**src/rtl/seg7_scan_driver_if.sv**
```systemverilog
// Display-side bus of the multiplexed seven-segment driver: glyph data and
// masks from the game logic, board pin drive and status back.
interface seg7_scan_driver_if #(
  parameter int NUM_DIGITS = 4
);
  logic [5*NUM_DIGITS-1:0] codes;
  logic [NUM_DIGITS-1:0]   dp_in;
  logic [NUM_DIGITS-1:0]   blank_mask;
  logic [NUM_DIGITS-1:0]   blink_mask;
  logic                    load;
  logic [6:0]              seg;
  logic                    dp;
  logic [NUM_DIGITS-1:0]   an;
  logic                    frame_tick;
  logic                    pending;

  modport master (
    output codes, dp_in, blank_mask, blink_mask, load,
    input  seg, dp, an, frame_tick, pending
  );

  modport slave (
    input  codes, dp_in, blank_mask, blink_mask, load,
    output seg, dp, an, frame_tick, pending
  );
endinterface

```
**src/rtl/seg7_scan_driver.sv**
```systemverilog
// Time-multiplexed seven-segment driver with dead time, blink/blank masks and
// frame-synchronous double-buffered display data.
module seg7_scan_driver #(
  parameter int NUM_DIGITS   = 4,
  parameter int SCAN_DIV     = 100000,
  parameter int DEAD_CYCLES  = 1000,
  parameter int BLINK_FRAMES = 50
) (
  input  logic                clk,
  input  logic                rst_n,
  seg7_scan_driver_if.slave   bus
);
  localparam int PW = $clog2(SCAN_DIV);
  localparam int IW = (NUM_DIGITS > 1) ? $clog2(NUM_DIGITS) : 1;
  localparam int FW = (BLINK_FRAMES > 1) ? $clog2(BLINK_FRAMES) : 1;

  function automatic logic [6:0] glyph(input logic [4:0] c);
    case (c)
      5'd0:    glyph = 7'h40;
      5'd1:    glyph = 7'h79;
      5'd2:    glyph = 7'h24;
      5'd3:    glyph = 7'h30;
      5'd4:    glyph = 7'h19;
      5'd5:    glyph = 7'h12;
      5'd6:    glyph = 7'h02;
      5'd7:    glyph = 7'h78;
      5'd8:    glyph = 7'h00;
      5'd9:    glyph = 7'h10;
      5'd10:   glyph = 7'h08;
      5'd11:   glyph = 7'h03;
      5'd12:   glyph = 7'h46;
      5'd13:   glyph = 7'h21;
      5'd14:   glyph = 7'h06;
      5'd15:   glyph = 7'h0E;
      5'd16:   glyph = 7'h2F;
      default: glyph = 7'h7F;
    endcase
  endfunction

  logic [PW-1:0]           presc;
  logic [IW-1:0]           idx;
  logic [FW-1:0]           frame_cnt;
  logic                    blink_phase;
  logic [5*NUM_DIGITS-1:0] stage_codes, disp_codes;
  logic [NUM_DIGITS-1:0]   stage_dp, stage_blank, stage_blink;
  logic [NUM_DIGITS-1:0]   disp_dp, disp_blank, disp_blink;
  logic                    pending;
  logic [6:0]              seg_r;
  logic                    dp_r;
  logic [NUM_DIGITS-1:0]   an_r;
  logic                    tick_r;

  logic                    presc_last, idx_last, boundary, xfer, vis, lit;
  logic [PW-1:0]           presc_nx;
  logic [IW-1:0]           idx_nx;
  logic [FW-1:0]           frame_nx;
  logic                    phase_nx;
  logic [5*NUM_DIGITS-1:0] codes_nx;
  logic [NUM_DIGITS-1:0]   dp_mask_nx, blank_nx, blink_nx, an_nx;
  logic [4:0]              code_cur;
  int                      cur;

  // Outputs are derived from next-state values so the registered pins always
  // match the prescaler/index registers they are clocked alongside.
  always_comb begin
    presc_last = (presc == PW'(SCAN_DIV - 1));
    idx_last   = (idx == IW'(NUM_DIGITS - 1));
    boundary   = presc_last && idx_last;
    xfer       = boundary && pending;
    presc_nx   = presc_last ? '0 : presc + PW'(1);
    idx_nx     = idx;
    if (presc_last) idx_nx = idx_last ? '0 : idx + IW'(1);

    frame_nx = frame_cnt;
    phase_nx = blink_phase;
    if (boundary) begin
      if (frame_cnt == FW'(BLINK_FRAMES - 1)) begin
        frame_nx = '0;
        phase_nx = ~blink_phase;
      end else begin
        frame_nx = frame_cnt + FW'(1);
      end
    end

    codes_nx   = xfer ? stage_codes : disp_codes;
    dp_mask_nx = xfer ? stage_dp    : disp_dp;
    blank_nx   = xfer ? stage_blank : disp_blank;
    blink_nx   = xfer ? stage_blink : disp_blink;

    cur      = int'(idx_nx);
    code_cur = codes_nx[5*cur +: 5];
    vis      = !blank_nx[cur] && !(blink_nx[cur] && phase_nx);
    lit      = vis && (int'(presc_nx) >= DEAD_CYCLES);
    an_nx    = '1;
    if (lit) an_nx[cur] = 1'b0;
  end

  always_ff @(posedge clk or negedge rst_n) begin
    if (!rst_n) begin
      presc       <= '0;
      idx         <= '0;
      frame_cnt   <= '0;
      blink_phase <= 1'b0;
      stage_codes <= '1;
      disp_codes  <= '1;
      stage_dp    <= '0;
      stage_blank <= '0;
      stage_blink <= '0;
      disp_dp     <= '0;
      disp_blank  <= '0;
      disp_blink  <= '0;
      pending     <= 1'b0;
      seg_r       <= 7'h7F;
      dp_r        <= 1'b1;
      an_r        <= '1;
      tick_r      <= 1'b0;
    end else begin
      presc       <= presc_nx;
      idx         <= idx_nx;
      frame_cnt   <= frame_nx;
      blink_phase <= phase_nx;
      disp_codes  <= codes_nx;
      disp_dp     <= dp_mask_nx;
      disp_blank  <= blank_nx;
      disp_blink  <= blink_nx;
      // A load on a boundary edge keeps pending set for the following frame.
      if (bus.load) begin
        stage_codes <= bus.codes;
        stage_dp    <= bus.dp_in;
        stage_blank <= bus.blank_mask;
        stage_blink <= bus.blink_mask;
        pending     <= 1'b1;
      end else if (xfer) begin
        pending     <= 1'b0;
      end
      seg_r  <= vis ? glyph(code_cur) : 7'h7F;
      dp_r   <= vis ? ~dp_mask_nx[cur] : 1'b1;
      an_r   <= an_nx;
      tick_r <= boundary;
    end
  end

  assign bus.seg        = seg_r;
  assign bus.dp         = dp_r;
  assign bus.an         = an_r;
  assign bus.frame_tick = tick_r;
  assign bus.pending    = pending;
endmodule

```
**src/flat_wrapper.sv**
```systemverilog
// flat-port wrapper written by rule: the top's interface ports become plain ports
module seg7_scan_driver_flat 
#(
  parameter int NUM_DIGITS   = 4,
  parameter int SCAN_DIV     = 100000,
  parameter int DEAD_CYCLES  = 1000,
  parameter int BLINK_FRAMES = 50
)
  (clk, rst_n, bus_codes, bus_dp_in, bus_blank_mask, bus_blink_mask, bus_load, bus_seg, bus_dp, bus_an, bus_frame_tick, bus_pending);
  seg7_scan_driver_if #(.NUM_DIGITS(NUM_DIGITS)) bus_i ();
  input  logic clk;
  input  logic rst_n;
  input wire logic [$bits(bus_i.codes)-1:0] bus_codes;
  input wire logic [$bits(bus_i.dp_in)-1:0] bus_dp_in;
  input wire logic [$bits(bus_i.blank_mask)-1:0] bus_blank_mask;
  input wire logic [$bits(bus_i.blink_mask)-1:0] bus_blink_mask;
  input wire logic [$bits(bus_i.load)-1:0] bus_load;
  output wire logic [$bits(bus_i.seg)-1:0] bus_seg;
  output wire logic [$bits(bus_i.dp)-1:0] bus_dp;
  output wire logic [$bits(bus_i.an)-1:0] bus_an;
  output wire logic [$bits(bus_i.frame_tick)-1:0] bus_frame_tick;
  output wire logic [$bits(bus_i.pending)-1:0] bus_pending;
  assign bus_i.codes = bus_codes;
  assign bus_i.dp_in = bus_dp_in;
  assign bus_i.blank_mask = bus_blank_mask;
  assign bus_i.blink_mask = bus_blink_mask;
  assign bus_i.load = bus_load;
  assign bus_seg = bus_i.seg;
  assign bus_dp = bus_i.dp;
  assign bus_an = bus_i.an;
  assign bus_frame_tick = bus_i.frame_tick;
  assign bus_pending = bus_i.pending;
  seg7_scan_driver #(.NUM_DIGITS(NUM_DIGITS), .SCAN_DIV(SCAN_DIV), .DEAD_CYCLES(DEAD_CYCLES), .BLINK_FRAMES(BLINK_FRAMES)) u_core (.clk(clk), .rst_n(rst_n), .bus(bus_i));
endmodule
```
**config.mk**
```make
export PLATFORM = sky130hd
export DESIGN_NAME = seg7_scan_driver_flat
export DESIGN_NICKNAME = d
export VERILOG_FILES = /design/src/rtl/seg7_scan_driver_if.sv /design/src/rtl/seg7_scan_driver.sv /design/src/flat_wrapper.sv
export SDC_FILE = /design/constraint.sdc
export NUM_CORES = 1
export LEC_CHECK = 0
export CORE_ASPECT_RATIO = 1.25
export CORE_MARGIN = 5
export CORE_UTILIZATION = 58
export DETAILED_ROUTE_END_ITERATION = 6
export GPL_TIMING_DRIVEN = 0
export PLACE_DENSITY = 0.81
export SLEW_MARGIN = 20
export SYNTH_ARGS = -nofsm -noshare
export SYNTH_HDL_FRONTEND = slang
export SYNTH_SLANG_ARGS = --single-unit
```
**constraint.sdc**
```tcl
create_clock -name clk -period 4.1 [get_ports clk]
set_input_delay 0.615 -clock clk [delete_from_list [all_inputs] [get_ports clk]]
set_output_delay 0.615 -clock clk [all_outputs]
set_load 0.01 [all_outputs]
```
After elaboration in Yosys (flattened, before gate mapping)
Memories as Yosys holds them, arrays and structs flattened.
Cells that the tools add are included.
{ "totals": {"reg_bits": 104, "memories": 1, "output_inout_bits": 14, "rom_bits": 224} }
{ "op_classes": {"n_reduce_logical": 9, "mux": 23, "n_shift": 1, "magnitude_cmp": 3, "n_eq_ne": 3, "bitwise": 3, "n_mul": 1, "add_sub_neg": 3} }
{ "mem_list": {"columns": ["memory", "words", "width", "read_ports", "rd_ports_with_merged_regs", "wr", "line_no", "rtl"], "rows": [
  ["(name not given)", 32, 7, 1, 0, 0, "seg7_scan_driver.sv:18", "case (c)"]
]} }
{ "ops": {"columns": ["cell", "n"], "rows": [
  ["$shiftx A20 B32 Y5", 1],
  ["$mux W20", 1],
  ["$add A17 B1 Y17 const B", 1],
  ["$eq A17 B17 Y1 const B", 1],
  ["$ge A17 B10 Y1 const B", 1],
  ["$mux W17", 1],
  ["$mux W4", 4],
  ["$mux W1", 9],
  ["$mux W7", 1],
  ["$add A6 B1 Y6 const B", 1],
  ["$bmux W1 S2", 3],
  ["$eq A6 B6 Y1 const B", 1],
  ["$logic_and A1 B1 Y1", 6],
  ["$mux W6", 1],
  ["$mul A3 B2 Y5 const A", 1],
  ["$mux W2", 2],
  ["$not A4 Y4", 1],
  ["$lt A2 B3 Y1 const B", 1],
  ["$add A2 B1 Y2 const B", 1],
  ["$demux W1 S2", 1],
  ["$eq A2 B2 Y1 const B", 1],
  ["$ge A2 B1 Y1 const B", 1],
  ["$logic_not A1 Y1", 2],
  ["$not A1 Y1", 2],
  ["$reduce_bool A2 Y1", 1]
]} }

Logic depth before layout (Yosys ltp)
{ "logic_depth": {"word_depth": 11, "mapped_depth": 15, "depth_no_buf": 13} }

Worst setup path before layout
OpenSTA, ideal clock, no wires.
{ "synth_path": {"path_kind": "register -> register", "startpoint": "register u_core.presc[0]", "endpoint": "register u_core.seg_r[3], in the netlist u_core.bus.seg[3]", "setup_slack_ps": 863, "setup_ps": 76, "synth_period_minus_slack_ps": 3237, "stages_incl_launch_ff": 16, "t_arrival_ps": 3160, "n_path_buf": 3, "path_cell_list": "dfrtp_1 ha_1 and4_1 buf_4 and4bb_1 buf_6 mux2i_2 buf_4 mux2i_1 mux2i_1 inv_1 ha_1 inv_1 mux4_1 nor2_1 nand2_1"} }
{ "synth_between": {"elab_chain_cells": 10, "word_cells_on_any_way": 20, "classes_between": "mul: 1; eq/ne: 1; shift: 1; mux: 10; reduce/logical: 6; memory: 1"} }
{ "synth_rtl": {"columns": ["item", "line_no", "rtl"], "rows": [
  ["from (decl)", "seg7_scan_driver.sv:40", "logic [PW-1:0] presc;"],
  ["from (signal assigned)", "seg7_scan_driver.sv:118", "presc <= presc_nx;"],
  ["$eq A17 B17 Y1 *", "seg7_scan_driver.sv:66", "presc_last = (presc == PW'(SCAN_DIV - 1));"],
  ["branches (longest 8 deep; another with $mem_v2 Z32 W7)", null, null],
  ["$mux W7 *", "seg7_scan_driver.sv:136", "seg_r <= vis ? glyph(code_cur) : 7'h7F;"],
  ["to (signal assigned)", "seg7_scan_driver.sv:136", null],
  ["to (decl)", "seg7_scan_driver.sv:48", "logic [6:0] seg_r;"]
]} }
Every way passes the cells marked *. The select of a mux whose other input is x is not followed.
A chain may end at the register's enable or synchronous reset.

Final worst setup path
{ "layout_path": {"startpoint": "register u_core.presc[12]", "endpoint": "register u_core.seg_r[3], in the netlist u_core.bus.seg[3]"} }
{ "layout_between": {"word_cells_on_any_way": 20, "classes_between": "mul: 1; eq/ne: 1; shift: 1; mux: 10; reduce/logical: 6; memory: 1"} }
{ "layout_rtl": {"columns": ["item", "line_no", "rtl"], "rows": [
  ["$eq A17 B17 Y1", "seg7_scan_driver.sv:66", null],
  ["$logic_and A1 B1 Y1", "seg7_scan_driver.sv:68", "boundary = presc_last && idx_last;"],
  ["$logic_and A1 B1 Y1", "seg7_scan_driver.sv:69", "xfer = boundary && pending;"],
  ["$mux W20", "seg7_scan_driver.sv:85", "codes_nx = xfer ? stage_codes : disp_codes;"],
  ["via u_core.codes_nx[1]", "seg7_scan_driver.sv:58", "logic [5*NUM_DIGITS-1:0] codes_nx;"],
  ["$shiftx A20 B32 Y5", "seg7_scan_driver.sv:91", "code_cur = codes_nx[5*cur +: 5];"],
  ["$mem_v2 Z32 W7", null, null],
  ["$mux W7", "seg7_scan_driver.sv:136", null]
]} }
The timed path passes the listed nets, and every way through them passes these cells. The select of a mux whose other input is x is not followed.

==> flow_summary.yaml <==
run_status:
  status: "finished, final reports clean"
power:
  irDropWorstVdd_mv: 0.2138
  total_power_mw: 1.912
  power_density_nw_per_um2: 312.2
  power.leakage_nw: 2.658
timing:
  slew_headroom_pct: 48.71
  tightest_slew_ns: 0.7693
  rsz0062_at_grt: "false"
  slew_violations: 0
  finClkSkew_ns: 0.01176
  final_hold_viol_count: 0
  min_period_ns: 3.670
  max_clock_freq_mhz: 272.5
  timing.final.crit_share_pct: 89.52
  setup_viol: 0
synthesis:
  synthTopCellsByCount: "mux2_2, dfrtp_1, dfstp_2"
  syn_avg_cell_area_um2: 11.99
  synthArstFlopShare_pct: 100.0
  yosysSeqAreaShare_pct: 50.91
  synth_ff_type: "dfstp_2"
  yosys-top-cells-area: "dfstp_2, dfrtp_1, mux2_2"
  yosys_warnings: 0
  syn-cell-area_um2: 5240
  synth-seq-cells: 104
  netlist.area_leader.share_pct: 26.07
  synth_edf_count: 0
  synth_nets: 482
  synth.most_common_cell: "mux2_2"
  postSynthCellCount: 437
  synth_top_area_cell: "dfstp_2"
  synth_cell_types: 60
routing:
  wl_met3_um: 323
  top_layer_used: "met4"
  drt-wirelength-per-cell_um: 17.43
  met2_length_mm: 5.478
  num_vias: 3570
  ant_nets: 0
  wl_mm: 10.82
  vias_per_cell: 5.749
  drt-initial-drc-count: 167
  wirelength_met1_mm: 4.786
  first_pass_iters: 4
  drc_errors: 0
critical_path:
  r2r_setup_slack_ns: 0.43
  critical_path_required_ns: 4.39
  r2r_end: "u_core.bus.seg[3]"
  cp_cell_sequence: "buf_2 > or3_1 > nor3_1 > nand4_2 > mux2_2 > mux2i_1 > mux2i_2 > inv_1 > ha_1 > inv_1 > mux4_1 > nor2_1 > nand2_1"
  cpMaxStageDelayCell: "mux4_1"
  slowest_delay_ns: 0.48
  crit_top_cell: "inv_1"
  critPathKind: "reg2reg"
  crit_family: "simple AND/OR/NAND/NOR gates"
  critPathLaunch: "u_core.presc[12]"
  cp.arrival_ns: 3.96
  crit_path_start_kind: "register"
  rr_worst_depth: 13
  cp_num_buf_inv: 3
  worstPathMaxFanout: 9
  r2r_start: "u_core.presc[12]"
  end_kind: "register"
clock_network:
  ctsResizeCount: 0
  h-tree-depth: 3
  clock_sinks: 104
  cts_buffers: 9
  clkLatencyLatePin_ns: 0.36
  cts_root_buf: "clkbuf_8"
  clk_pin_slew_ns: 0.10
  cts_buffer_depth: 2
  cts_tree: "built"
  cts_hold_buf: 0
  cts_setup_buffers: 0
flow_run:
  drv_cap: 0
finish:
  diodes: 0
  finalInstanceArea_um2: 6122
  drive_above_1_share_pct: 32.73
  nets: 541
  syn2layout_area_growth_pct: 16.83
floorplan:
  core_area_um2: 8748
  dieArea_um2: 11050
  ios: 49
  die_width_um: 95.02
  start_util_pct: 59.90
  num_rows: 38
  fp.dieH_um: 116.3
global_routing:
  grt_pass1_vias: 3792
  grt_overflow: 0
  grt_antenna_before_repair: 0
  grt_max_degree: 60
  grt_pass1_wl_mm: 18.49
  track_usage_pct: 21.63
placement:
  place.gp.congestion: 0.8536
  placed_cell_area_um2: 5889
  post-dp-hpwl_mm: 7.745
  place.port_buffers: 47
min_path:
  hold_path.class: "in2async"
report_power, final:
part | internal, mW | total [mW] | switching (mW)
clock network | 0.380 | 0.715 | 0.336
logic | 0.0609 | 0.101 | 0.0405
registers | 1.07 | 1.09 | 0.0212
sequential cells by signal, summed over array words and instances (netlist names), 6 cells and up:
name / count
u_core.stage_codes: 20
u_core.presc: 17
u_core.disp_codes: 20
u_core.bus.seg: 7
u_core.frame_cnt: 6
metrics by stage:
step                hold slack [ns]  utilization (%)  std cells  TNS (ns)  setup WS, ns
finish                       0.1542            69.98        621         0        0.4297
global placement             0.4687            66.99        604    -67.98        -1.254
global route                 0.1565            69.98        621         0        0.1616
detailed placement           0.4838            67.32        605         0        0.3679
floorplan                    0.3194                -        437         0        0.8632
CTS                          0.1581            69.94        621         0        0.3258
placed cells by master (no fill, tap or decap), types with 10 or more instances in the layout:
| cell type | n |
|---|---|
| clkbuf_1 | 13 |
| clkdlybuf4s50_1 | 46 |
| dfrtp_1 | 52 |
| dfstp_2 | 52 |
| ha_1 | 10 |
| inv_1 | 15 |
| mux2_2 | 69 |
| mux2i_1 | 21 |
| nand2_1 | 25 |
| nand3_1 | 13 |
| nor2_1 | 25 |
| xnor2_1 | 12 |
cell type report:
type                    instances  area, um^2
clock buffers                  11       152.6
well taps                     120       150.1
repair buffers                 48       499.2
plain buffers                  26       136.4
fillers                       663        2626
flip-flops and latches        104        2668
multi-input cells             291        2380
clock inverters                 5       76.32
inverters                      16       60.06
cells by family after synthesis:
logic type	synth area share [%]
compound gates	7.712
buf+inv	3.748
mux	20.22
fa+ha+maj	2.388
flops	50.91
simple gates	12.01
xor+xnor	3.009
layer usage:
layer | track usage [%] | vias to the layer above
met4 | 7.507 | 0
met1 | 27.41 | 1792
li1 | - | 1683
met5 | 0 | -
met2 | 37.06 | 78
met3 | 4.188 | 17
worst reg2reg max path, delay by kind of cell (launching register included):
family | cells | cell delay (ns)
muxes | 4 | 1.24
and+or+nand+nor | 5 | 1.34
DFF | 1 | 0.38
buffers and inverters | 3 | 0.34
adders and majority gates | 1 | 0.32
worst max path at each step:
stage,to,slack (ns),depth (start not counted)
2_1_floorplan,u_core.bus.seg[3],0.86,15
3_3_place_gp,u_core.stage_blank[1],-1.25,1
3_5_place_dp,u_core.bus.seg[3],0.37,13
4_1_cts,u_core.bus.seg[3],0.33,13
5_1_grt,u_core.bus.seg[3],0.16,15
6_report,u_core.bus.seg[3],0.43,13
Note: power is estimated with default switching activity, not from simulation.
